**src/rtl/instr_fetch_if.sv**
```systemverilog
// Instruction-memory request/acknowledge bus between the fetch stage and imem.
interface instr_fetch_if;
  logic        imem_req;
  logic [31:0] imem_addr;
  logic [31:0] imem_rdata;
  logic        imem_ack;

  // Fetch stage side: issues requests, receives the instruction word.
  modport master (
    output imem_req,
    output imem_addr,
    input  imem_rdata,
    input  imem_ack
  );

  // Memory side: observes requests, returns data and acknowledge.
  modport slave (
    input  imem_req,
    input  imem_addr,
    output imem_rdata,
    output imem_ack
  );
endinterface

```
**src/rtl/instr_fetch.sv**
```systemverilog
// MIPS instruction fetch stage: owns the PC, fetches one word per instruction
// over a req/ack handshake, holds it for decode/execute, and selects the next
// PC (sequential, branch or jump) when the datapath commits.
module instr_fetch #(
  parameter logic [31:0] RESET_PC    = 32'h0000_3000,
  parameter int unsigned ACK_TIMEOUT = 255
) (
  input  logic                 clk,
  input  logic                 rst,
  instr_fetch_if.master        imem,
  input  logic                 commit,
  input  logic [1:0]           branch,
  input  logic                 jump,
  input  logic                 zero,
  output logic [31:0]          instr,
  output logic [5:0]           opcode,
  output logic [5:0]           funct,
  output logic                 instr_valid,
  output logic [31:0]          pc,
  output logic [31:0]          pc_plus4,
  output logic [31:0]          retired,
  output logic                 fault,
  output logic [1:0]           fault_code
);

  localparam int unsigned WAIT_W = 8;
  localparam int unsigned XLEN   = 32;

  localparam logic [1:0] CODE_NONE     = 2'b00;
  localparam logic [1:0] CODE_MISALIGN = 2'b01;
  localparam logic [1:0] CODE_TIMEOUT  = 2'b10;

  localparam logic [WAIT_W-1:0] WAIT_LAST = WAIT_W'(ACK_TIMEOUT - 1);

  typedef enum logic [1:0] {
    S_IDLE  = 2'd0,
    S_FETCH = 2'd1,
    S_HOLD  = 2'd2,
    S_FAULT = 2'd3
  } state_t;

  state_t            state, state_d;
  logic [XLEN-1:0]   ir, ir_d;
  logic [XLEN-1:0]   pc_d, pc4_d;
  logic [XLEN-1:0]   retired_d;
  logic [WAIT_W-1:0] wait_cnt, wait_d;
  logic [1:0]        code_d;
  logic              req_q;

  logic [XLEN-1:0]   br_off;
  logic              br_taken;
  logic [XLEN-1:0]   next_pc;

  // Next PC selection for the held instruction: jump over branch over sequential.
  always_comb begin
    br_off   = {{14{ir[15]}}, ir[15:0], 2'b00};
    br_taken = ((branch == 2'b01) && zero) || ((branch == 2'b10) && !zero);
    next_pc  = pc_plus4;
    if (jump) begin
      next_pc = {pc_plus4[31:28], ir[25:0], 2'b00};
    end else if (br_taken) begin
      next_pc = pc_plus4 + br_off;
    end
  end

  // Next-state and next-register-value logic.
  always_comb begin
    state_d   = state;
    ir_d      = ir;
    pc_d      = pc;
    pc4_d     = pc_plus4;
    retired_d = retired;
    wait_d    = wait_cnt;
    code_d    = fault_code;

    case (state)
      S_IDLE: begin
        state_d = S_FETCH;
        wait_d  = '0;
      end

      S_FETCH: begin
        // An ack on the expiry cycle still completes the fetch.
        if (imem.imem_ack) begin
          ir_d    = imem.imem_rdata;
          state_d = S_HOLD;
        end else if (wait_cnt == WAIT_LAST) begin
          state_d = S_FAULT;
          code_d  = CODE_TIMEOUT;
        end else begin
          wait_d = wait_cnt + WAIT_W'(1);
        end
      end

      S_HOLD: begin
        if (commit) begin
          // PC and retired count update even when the target is misaligned,
          // so the faulting target stays visible for debug.
          pc_d      = next_pc;
          pc4_d     = next_pc + XLEN'(4);
          retired_d = retired + XLEN'(1);
          if (next_pc[1:0] != 2'b00) begin
            state_d = S_FAULT;
            code_d  = CODE_MISALIGN;
          end else begin
            state_d = S_FETCH;
            wait_d  = '0;
          end
        end
      end

      S_FAULT: begin
        state_d = S_FAULT;
      end

      default: begin
        state_d = S_IDLE;
      end
    endcase
  end

  // State and datapath registers; status outputs are registered from next state.
  always_ff @(posedge clk or posedge rst) begin
    if (rst) begin
      state       <= S_IDLE;
      ir          <= '0;
      pc          <= RESET_PC;
      pc_plus4    <= RESET_PC + XLEN'(4);
      retired     <= '0;
      wait_cnt    <= '0;
      fault_code  <= CODE_NONE;
      req_q       <= 1'b0;
      instr_valid <= 1'b0;
      fault       <= 1'b0;
    end else begin
      state       <= state_d;
      ir          <= ir_d;
      pc          <= pc_d;
      pc_plus4    <= pc4_d;
      retired     <= retired_d;
      wait_cnt    <= wait_d;
      fault_code  <= code_d;
      req_q       <= (state_d == S_FETCH);
      instr_valid <= (state_d == S_HOLD);
      fault       <= (state_d == S_FAULT);
    end
  end

  // Bus and decode fields are taken straight from registers.
  assign imem.imem_req  = req_q;
  assign imem.imem_addr = pc;
  assign instr          = ir;
  assign opcode         = ir[31:26];
  assign funct          = ir[5:0];

endmodule
```
**src/flat_wrapper.sv**
```systemverilog
// flat-port wrapper written by rule: the top's interface ports become plain ports
module instr_fetch_flat 
#(
  parameter logic [31:0] RESET_PC    = 32'h0000_3000,
  parameter int unsigned ACK_TIMEOUT = 255
)
  (clk, rst, commit, branch, jump, zero, instr, opcode, funct, instr_valid, pc, pc_plus4, retired, fault, fault_code, imem_imem_req, imem_imem_addr, imem_imem_rdata, imem_imem_ack);
  instr_fetch_if imem_i ();
  input  logic clk;
  input  logic rst;
  input  logic commit;
  input  logic [1:0] branch;
  input  logic jump;
  input  logic zero;
  output logic [31:0] instr;
  output logic [5:0] opcode;
  output logic [5:0] funct;
  output logic instr_valid;
  output logic [31:0] pc;
  output logic [31:0] pc_plus4;
  output logic [31:0] retired;
  output logic fault;
  output logic [1:0] fault_code;
  output wire logic [$bits(imem_i.imem_req)-1:0] imem_imem_req;
  output wire logic [$bits(imem_i.imem_addr)-1:0] imem_imem_addr;
  input wire logic [$bits(imem_i.imem_rdata)-1:0] imem_imem_rdata;
  input wire logic [$bits(imem_i.imem_ack)-1:0] imem_imem_ack;
  assign imem_imem_req = imem_i.imem_req;
  assign imem_imem_addr = imem_i.imem_addr;
  assign imem_i.imem_rdata = imem_imem_rdata;
  assign imem_i.imem_ack = imem_imem_ack;
  instr_fetch #(.RESET_PC(RESET_PC), .ACK_TIMEOUT(ACK_TIMEOUT)) u_core (.clk(clk), .rst(rst), .imem(imem_i), .commit(commit), .branch(branch), .jump(jump), .zero(zero), .instr(instr), .opcode(opcode), .funct(funct), .instr_valid(instr_valid), .pc(pc), .pc_plus4(pc_plus4), .retired(retired), .fault(fault), .fault_code(fault_code));
endmodule
```
**config.mk**
```make
export PLATFORM = sky130hd
export DESIGN_NAME = instr_fetch_flat
export DESIGN_NICKNAME = d
export VERILOG_FILES = /design/src/rtl/instr_fetch_if.sv /design/src/rtl/instr_fetch.sv /design/src/flat_wrapper.sv
export SDC_FILE = /design/constraint.sdc
export NUM_CORES = 1
export LEC_CHECK = 0
export ABC_AREA = 1
export ABC_CLOCK_PERIOD_IN_PS = 8000
export CORE_MARGIN = 5
export CORE_UTILIZATION = 60
export DETAILED_ROUTE_END_ITERATION = 7
export DONT_BUFFER_PORTS = 1
export PLACE_DENSITY = 0.83
export RECOVER_POWER = 25
export SLEW_MARGIN = 20
export SYNTH_ARGS = -nofsm -noshare
export SYNTH_HDL_FRONTEND = slang
export SYNTH_SLANG_ARGS = --single-unit
```
**constraint.sdc**
```tcl
create_clock -name clk -period 8 [get_ports clk]
set_input_delay 1.6 -clock clk [delete_from_list [all_inputs] [get_ports clk]]
set_output_delay 1.6 -clock clk [all_outputs]
set_load 0.005 [all_outputs]
```
==> results of run 1 <==
[sequential cells by signal, summed over array words and instances, names as in the netlist, 2 cells and up]
signal / cells
u_core.state: 2
u_core.retired: 32
u_core.pc_plus4: 32
u_core.fault_code: 2
u_core.imem.imem_addr: 30
u_core.wait_cnt: 8
u_core.instr: 32
[per-layer routing]
| metal | share of wire, % | track usage [%] | vias up | wire, microns |
|---|---|---|---|---|
| li1 | - | - | 4436 | - |
| met1 | 43 | 38.2 | 4176 | 11800 |
| met2 | 46 | 46.3 | 376 | 12700 |
| met3 | 9.5 | 8.60 | 42 | 2640 |
| met4 | 2.2 | 9.05 | 0 | 606 |
| met5 | 0 | 0 | - | 0 |
[metrics by stage]
| stage | total power, mW | hold slack, ps | instance area [sq um] |
|---|---|---|---|
| finish | 4.12 | 508 | 10300 |
| global route | 4.50 | 534 | 10300 |
| CTS | 4.09 | 502 | 10300 |
| detailed placement | 3.33 | 492 | 9720 |
| global placement | 3.28 | 488 | 9720 |
| floorplan | 2.89 | 466 | 9890 |
[cell usage in the layout, fill, tap and decap left out, drive strengths merged, types with 2 or more instances in the layout]
master	count
xor2	28
o21a	2
nand2	528
nor3b	3
o31ai	6
nand3	105
nor4	8
dfrtp	136
clkinv	7
nor3	12
clkinvlp	5
nand4	27
o21ai	83
dfstp	5
clkbuf	19
and2	5
o22a	2
or2	5
ha	33
nor2	131
a21oi	45
inv	209
nand3b	6
xnor2	6
[where the power goes]
group / switching [mW] / internal [mW] / total (mW)
Sequential: 0.437 / 0.974 / 1.41
Combinational: 1.31 / 0.650 / 1.96
Clock: 0.335 / 0.411 / 0.745
[path summary, 6_finish.rpt]
path	startpoint	to	slack, ps	cells after the start
min in group asynchronous	rst	u_core.instr_valid	2250	1
worst max register to register	u_core.state[0]	u_core.retired[30]	4550	16
worst max-delay path	rst	u_core.imem.imem_addr[20]	3730	2
max in group clk	commit	u_core.retired[30]	3990	15
worst min register to register	u_core.wait_cnt[6]	u_core.wait_cnt[6]	510	1
worst min-delay path	u_core.wait_cnt[6]	u_core.wait_cnt[6]	510	1
[area by class of cell]
type	count	area, sq um	share of cell area, %
flip-flops and latches	141	3530	34.4
inverters	207	778	7.58
multi-input cells	1039	5110	49.8
repair buffers	2	11.3	0.110
clock buffers	18	439	4.28
well taps	220	275	2.68
clock inverters	14	115	1.12
[kinds of logic (layout without fill, tap and decap cells)]
family	after synthesis	count (layout)	synth area share, %
compound gates	139	139	7.67
xor+xnor	34	34	3.01
fa+ha+maj	34	34	4.38
buf+inv	283	241	12.6
flops	141	141	35.8
mux	2	2	0.215
simple gates	830	830	36.3
==> flow_metrics.env, run 1 <==
export IMPL_vias=9030
export IMPL_grt_pass1_vias=8684
export IMPL_wl_per_cell_microns=16.9
export IMPL_ir_drop_v=0.000201
export IMPL_routed_wl_microns=27700
export IMPL_syn_nets=1537
export IMPL_io_pin_count=217
export IMPL_drc=0
export IMPL_ctsResizeCount=0
export IMPL_ctsHoldBuffers=0
export IMPL_dp_cells=1609
export IMPL_max_cap_violations=2
export IMPL_grt_pass1_wl_microns=45100
export IMPL_die_area_sq_um=19100
export IMPL_dieHeight_microns=138
export IMPL_final_min_clock_period_ps=4270
export IMPL_tns_ps=0
export IMPL_synthTopCellsByCount="520 x nand2_1, 201 x inv_1, 136 x dfrtp_1, 118 x nor2_1, 97 x nand3_1"
export IMPL_nFillCells=1552
export IMPL_p_leak_nw=5.54
export IMPL_layout_cells_non_filler=1641
export IMPL_finClkSkew_ps=15.4
export IMPL_cp_start_kind="input pin"
export IMPL_synth_edf_count=0
export IMPL_clkSinkCount=141
export IMPL_nets=1482
export IMPL_antenna_found_initial=0
export IMPL_hold_class="register to register"
export IMPL_insertedDiodeCount=0
export IMPL_htree_levels=4
export IMPL_yosysWarnings=0
export IMPL_drt_first_iter_violations=723
export IMPL_yosysMostFrequentCell="nand2_1"
export IMPL_worstSetupEndpointType="asynchronous set/reset pin"
export IMPL_grt_max_degree=103
export IMPL_yosysTopAreaCellShare_pct=34.4
export IMPL_maxSlewViolCount=127
export IMPL_pre_cts_ws_ps=3520
export IMPL_crit_slowest_cell="clkinvlp_2"
export IMPL_start_util_pct=60.5
export IMPL_critPathMaxStageDelay_ps=2200
export IMPL_maxSlewHeadroom_pct=-169
export IMPL_cp_data_required_time_ps=8480
export IMPL_status="finished, violations left"
export IMPL_cts_root_buf="clkbuf_16"
export IMPL_cts_setup_buffers=0
export IMPL_synthCells=1463
export IMPL_die_w_microns=138
export IMPL_ant_nets=0
export IMPL_core_region_area_sq_um=16300
export IMPL_drt_pass1_iter_count=5
export IMPL_clk_pin_slew_ps=70
export IMPL_max_freq_mhz=234
export IMPL_synth_area_top_cells="dfrtp_1 34%, nand2_1 20%, inv_1 7.6%"
export IMPL_worst_ep_arrival_time_ps=4760
export IMPL_syn_area_sq_um=9890
export IMPL_yosys_area_top_type="dfrtp_1"
export IMPL_path_class="input pin to asynchronous set/reset pin"
export IMPL_tightest_slew_ps=4020
export IMPL_dpl_hpwl_microns=21000
export IMPL_violations="max-capacitance violations, max-slew violations"
export IMPL_p_per_area_nw_per_um2=401
export IMPL_vias_per_cell=5.50
export IMPL_hold_violations=0
export IMPL_rsz0062_at_grt="false"
export IMPL_track_usage_pct=29.0
export IMPL_synth_seq_cells=141
export IMPL_grt_overflow=0
export IMPL_async_flop_share_pct=100
export IMPL_synth_ff_type="dfrtp_1"
export IMPL_ctsLongestPathBuffers=2
export IMPL_rows=47
export IMPL_cp_top_family="buffers and inverters"
export IMPL_fin_util_pct=62.8
export IMPL_cts_made_buffers=17
export IMPL_crit_buf_inv=2
export IMPL_gp_congestion=0.938
export IMPL_cts_tree="yes"
export IMPL_yosysSeqAreaShare_pct=35.8
export IMPL_fin_crit_sh_pct=53.4
export IMPL_worstPathMaxFanout=87
export IMPL_drive_above_1_share_pct=6.40
export IMPL_synth_distinct_cells=44
export IMPL_setup_viol=0
export IMPL_setup_slack_ps=3730
export IMPL_syn_avg_cell_area_sq_um=6.76
export IMPL_clk_latency_ps=420
export IMPL_port_buffers=0
export IMPL_syn_to_final_growth_pct=3.78
export IMPL_cp_cell_sequence="clkinvlp_2, buf_4"
Note: power is estimated with default switching activity, not from simulation.
==> run 2, diff against run 1 <==
Settings changed: ABC_CLOCK_PERIOD_IN_PS 8000 to 3450, CORE_UTILIZATION 60 to 59, PLACE_DENSITY 0.83 to 0.85.
Clock period 8 ns to 3.45 ns, I/O delays scaled along.
==> flow_metrics.env, run 2 (same netlist as run 1, synthesis figures left out) <==
export IMPL_met1_length_microns=11300
export IMPL_start_util_pct=59.8
export IMPL_io_pin_count=217
export IMPL_cp_startpoint="u_core.instr[0]"
export IMPL_grt_max_degree=142
export IMPL_finClkSkew_ps=7.94
export IMPL_core_region_area_sq_um=16500
export IMPL_ctsHoldBuffers=0
export IMPL_ir_drop_v=0.000458
export IMPL_grt_overflow=0
export IMPL_status="finished, violations left"
export IMPL_rsz0062_at_grt="false"
export IMPL_hold_violations=0
export IMPL_routed_wl_microns=28600
export IMPL_drt_pass1_iter_count=7
export IMPL_final_min_clock_period_ps=3220
export IMPL_max_cap_violations=1
export IMPL_p_per_area_nw_per_um2=942
export IMPL_grt_pass1_wl_microns=45200
export IMPL_tightest_slew_ps=1870
export IMPL_final_cell_mix="520 x nand2_1, 200 x inv_1, 136 x dfrtp_1, 114 x nor2_1, 97 x nand3_1"
export IMPL_htree_levels=4
export IMPL_vias=9293
export IMPL_nFillCells=1428
export IMPL_dieHeight_microns=139
export IMPL_setup_viol=0
export IMPL_cp_start_kind="register"
export IMPL_route_met3_wl_microns=3150
export IMPL_clk_pin_slew_ps=60
export IMPL_seq_area_sq_um=3530
export IMPL_nets=1503
export IMPL_violations="max-capacitance violations, max-slew violations"
export IMPL_worst_ep_arrival_time_ps=3580
export IMPL_grt_pass1_vias=8814
export IMPL_worstHoldStart="imem_imem_rdata[20]"
export IMPL_crit_buf_inv=2
export IMPL_drc=0
export IMPL_antenna_found_initial=0
export IMPL_layout_commonest_cell="nand2_1"
export IMPL_multiInputGateArea_sq_um=5140
export IMPL_cp_data_required_time_ps=3810
export IMPL_dpl_hpwl_microns=21500
export IMPL_worstSetupEndpointType="register"
export IMPL_clkSinkCount=141
export IMPL_maxSlewViolCount=142
export IMPL_drt_first_iter_violations=932
export IMPL_syn_to_final_growth_pct=6.21
export IMPL_cp_top_family="simple AND/OR/NAND/NOR gates"
export IMPL_gp_congestion=0.986
export IMPL_path_class="register to register"
export IMPL_port_buffers=0
export IMPL_whs_ps=378
export IMPL_rows=47
export IMPL_vias_per_cell=5.59
export IMPL_die_w_microns=139
export IMPL_top_layer="met4"
export IMPL_fin_crit_sh_pct=93.2
export IMPL_tns_ps=0
export IMPL_p_leak_nw=5.67
export IMPL_cts_tree="yes"
export IMPL_max_freq_mhz=311
export IMPL_critPathMaxStageDelay_ps=530
export IMPL_wl_met2_microns=13000
export IMPL_worstPathMaxFanout=5
export IMPL_cts_root_buf="clkbuf_16"
export IMPL_ant_nets=0
export IMPL_cp_cell_sequence="ha_2, fa_2, nand2_1, nand3_1, nand2_1, inv_1, ha_1, inv_1, nor2_1, nand2_1, nor2_2, nand3_2, nor2_1, nand3_1, nor2_2, nand2_1, o21ai_0, nand3_1, nand2_1"
export IMPL_r2r_start="u_core.instr[0]"
export IMPL_die_area_sq_um=19400
export IMPL_crit_slowest_cell="fa_2"
export IMPL_cpMostUsedCell="nand2_1"
export IMPL_drive_above_1_share_pct=8.46
export IMPL_hold_class="input pin to register"
export IMPL_ctsLongestPathBuffers=2
export IMPL_maxSlewHeadroom_pct=-24.9
export IMPL_track_usage_pct=29.1
export IMPL_clk_latency_ps=430
export IMPL_insertedDiodeCount=0
export IMPL_wl_per_cell_microns=17.2
export IMPL_cts_made_buffers=17
-- run 2: cell count changes in the layout (fill, tap and decap cells not counted), moves of 2 or more --
cell and delta:
nor2_2 +2, bufinv_16 +2, buf_4 +21, nor2_4 +2, nor2_1 -4, clkinvlp_4 -2
-- run 2: final timing paths --
kind,to,slack (ps),cells after the start
hold reg to reg,u_core.retired[30],530,1
setup / recovery,u_core.pc_plus4[24],230,19
setup reg to reg,u_core.pc_plus4[24],230,19
min in group asynchronous,u_core.fault_code[0],920,2
max in group asynchronous,u_core.imem.imem_addr[30],1430,2
hold / removal,u_core.instr[20],380,2
-- run 2: layer usage --
layer	vias up	track usage, %
met2	484	46.1
met1	4234	36.8
met5	-	0
met4	0	12.9
met3	92	9.13
li1	4483	-
-- run 2: layout make-up --
type                       instances  share of cell area [%]
sequential                       141                    33.7
clock inverter                    14                    1.53
inverter                         207                    7.41
clock buffer                      18                    4.18
multi-input combinational       1039                    49.0
tap                              220                    2.62
timing repair buffer              23                    1.64
-- run 2: power by group --
part	total (mW)	internal, mW	switching (mW)
Sequential	3.14	2.26	0.881
Combinational	4.87	1.63	3.24
Clock	1.88	1.10	0.780
Total	9.89	4.99	4.90
-- run 2: what timing repair did --
action,in CTS,in global routing
endpoints found under the setup margin,0,13
gates resized for setup,0,8
setup buffers,0,0
-- run 2: stage by stage --
step                      power [mW]  std cells  cell area (sq um)  util (%)  setup slack, ps
after floorplan                 6.71       1463               9890         -              733
after global placement          7.75       1630               9890      59.9              265
after detailed placement        7.87       1630               9890      59.9              183
after CTS                       9.79       1662              10500      63.5              173
after global routing            10.7       1662              10500      63.5             34.6
final                           9.89       1662              10500      63.5              234
==> run 3, diff against run 2 <==
Settings changed: CAP_MARGIN set to 20, CORE_UTILIZATION 59 to 47, DONT_BUFFER_PORTS 1 to unset, SETUP_SLACK_MARGIN set to 0.02.
==> flow_metrics.env, run 3 (same netlist as run 1, synthesis figures left out) <==
export IMPL_violations="max-capacitance violations, max-slew violations"
export IMPL_whs_ps=489
export IMPL_hold_class="register to register"
export IMPL_hold_violations=0
export IMPL_crit_slowest_cell="dfrtp_1"
export IMPL_clkSinkCount=141
export IMPL_layout_cells_non_filler=1943
export IMPL_fin_crit_sh_pct=93.1
export IMPL_cts_setup_buffers=0
export IMPL_routed_wl_microns=31500
export IMPL_start_util_pct=47.3
export IMPL_drc=0
export IMPL_finClkSkew_ps=22.4
export IMPL_p_leak_nw=6.53
export IMPL_dp_cells=1911
export IMPL_crit_buf_inv=0
export IMPL_antenna_found_initial=0
export IMPL_layout_commonest_cell="nand2_1"
export IMPL_use_met2_pct=42.6
export IMPL_setup_viol=0
export IMPL_cp_top_family="simple AND/OR/NAND/NOR gates"
export IMPL_clk_latency_ps=430
export IMPL_wl_per_cell_microns=16.2
export IMPL_nFillCells=1919
export IMPL_insertedDiodeCount=0
export IMPL_dpl_hpwl_microns=24500
export IMPL_worstSetupEndpointType="register"
export IMPL_cp_cell_sequence="ha_1, fa_2, nand3_1, nand2_2, nand2_1, nand2_1, nand2_1, nand3_1, a21oi_2, nand2_1, nor3_2, nand3_2, nor2_2, nand4_1, nand3_1, nand2_1"
export IMPL_syn_to_final_growth_pct=29.3
export IMPL_critPathMaxStageDelay_ps=420
export IMPL_final_min_clock_period_ps=3210
export IMPL_grt_max_degree=100
export IMPL_max_freq_mhz=311
export IMPL_ant_nets=0
export IMPL_worst_ep_arrival_time_ps=3530
export IMPL_die_w_microns=155
export IMPL_rows=53
export IMPL_cp_start_kind="register"
export IMPL_grt_overflow=0
export IMPL_track_usage_pct=26.3
export IMPL_grt_pass1_wl_microns=50600
export IMPL_htree_levels=4
export IMPL_gp_congestion=0.975
export IMPL_final_cell_mix="521 x nand2_1, 214 x clkdlybuf4s50_1, 201 x inv_1, 135 x dfrtp_1, 116 x nor2_1"
export IMPL_status="finished, violations left"
export IMPL_dieHeight_microns=155
export IMPL_maxSlewHeadroom_pct=-2.10
export IMPL_cts_made_buffers=17
export IMPL_nets=1729
export IMPL_drt_first_iter_violations=821
export IMPL_core_region_area_sq_um=20900
export IMPL_port_buffers=216
export IMPL_tightest_slew_ps=1530
export IMPL_vias_per_cell=5.20
export IMPL_drive_above_1_share_pct=7.73
export IMPL_grt_use_met3_pct=6.15
export IMPL_vias=10100
export IMPL_ir_drop_v=0.000400
export IMPL_cts_root_buf="clkbuf_16"
export IMPL_gr_usage_met1_pct=35.6
export IMPL_cp_data_required_time_ps=3770
export IMPL_maxSlewViolCount=69
export IMPL_worstPathMaxFanout=5
export IMPL_cts_tree="yes"
export IMPL_grt_busiest_layer="met2"
export IMPL_clk_pin_slew_ps=70
export IMPL_die_area_sq_um=24000
export IMPL_io_pin_count=217
export IMPL_path_class="register to register"
export IMPL_ctsHoldBuffers=0
export IMPL_ctsLongestPathBuffers=2
export IMPL_drt_pass1_iter_count=5
export IMPL_cpMostUsedCell="nand2_1"
export IMPL_grt_pass1_vias=9702
export IMPL_p_per_area_nw_per_um2=900
export IMPL_max_cap_violations=1
==> run 3: changes by cell type in the layout (fill, tap and decap cells not counted), moves of 2 or more <==
cell,before,now
nor2_1,114,116
dlygate4sd3_1,0,2
buf_4,22,30
inv_8,2,4
clkdlybuf4s50_1,0,214
inv_6,2,4
==> run 3: final timing paths <==
kind,cells past startpoint,slack (ps),end,start
min,1,490,u_core.retired[29],u_core.retired[29]
max in group asynchronous,3,540,u_core.instr[15],rst
min in group asynchronous,2,850,u_core.retired[1],rst
max,16,240,u_core.pc_plus4[28],u_core.instr[0]
max reg2reg,16,240,u_core.pc_plus4[28],u_core.instr[0]
min reg2reg,1,490,u_core.retired[29],u_core.retired[29]
==> run 3: layout make-up <==
type	count	area, sq um	share of cell area [%]
Timing Repair Buffer	249	2420	18.9
Clock buffer	18	439	3.43
Sequential cell	141	3540	27.6
Clock inverter	14	149	1.16
Multi-Input combinational cell	1039	5120	40.1
Inverter	207	778	6.09
Tap cell	275	344	2.69
==> run 3: worst register-to-register path, cell delays in order (launching register included) <==
cell and delay (ps):
dfrtp_1 420, ha_1 300, fa_2 420, nand3_1 140, nand2_2 100, nand2_1 90, nand2_1 100, nand2_1 70
nand3_1 150, a21oi_2 260, nand2_1 140, nor3_2 280, nand3_2 130, nor2_2 200, nand4_1 130, nand3_1 110
nand2_1 70
==> run 3: where the power goes <==
group          internal, mW  switching [mW]  leakage [nW]
clock network          1.04           0.802         0.290
logic                  2.99            3.66          4.46
registers              2.26           0.752          1.77
==> run 3: per-stage QoR <==
step	utilization, %	setup WS, ps	area [sq um]	TNS [ps]	total power [mW]
2_1_floorplan	-	733	9890	0	6.71
3_3_place_gp	58.5	123	12200	0	9.44
3_5_place_dp	58.5	56.2	12200	0	9.59
4_1_cts	61.3	174	12800	0	11.5
5_1_grt	61.2	-16.0	12800	-21.2	12.5
6_report	61.2	239	12800	0	11.5
==> run 3: layer usage <==
metal  vias to the layer above  share of wire, %
met5                         -                 0
met2                       397                48
met4                         0               1.9
met3                        42               8.1
met1                      4724                42
li1                       4937                 -
==> run 3: what timing repair did <==
action                                  CTS  global route
resized for setup                         0             6
hold endpoints to repair                  0             0
endpoints found under the setup margin    0            12
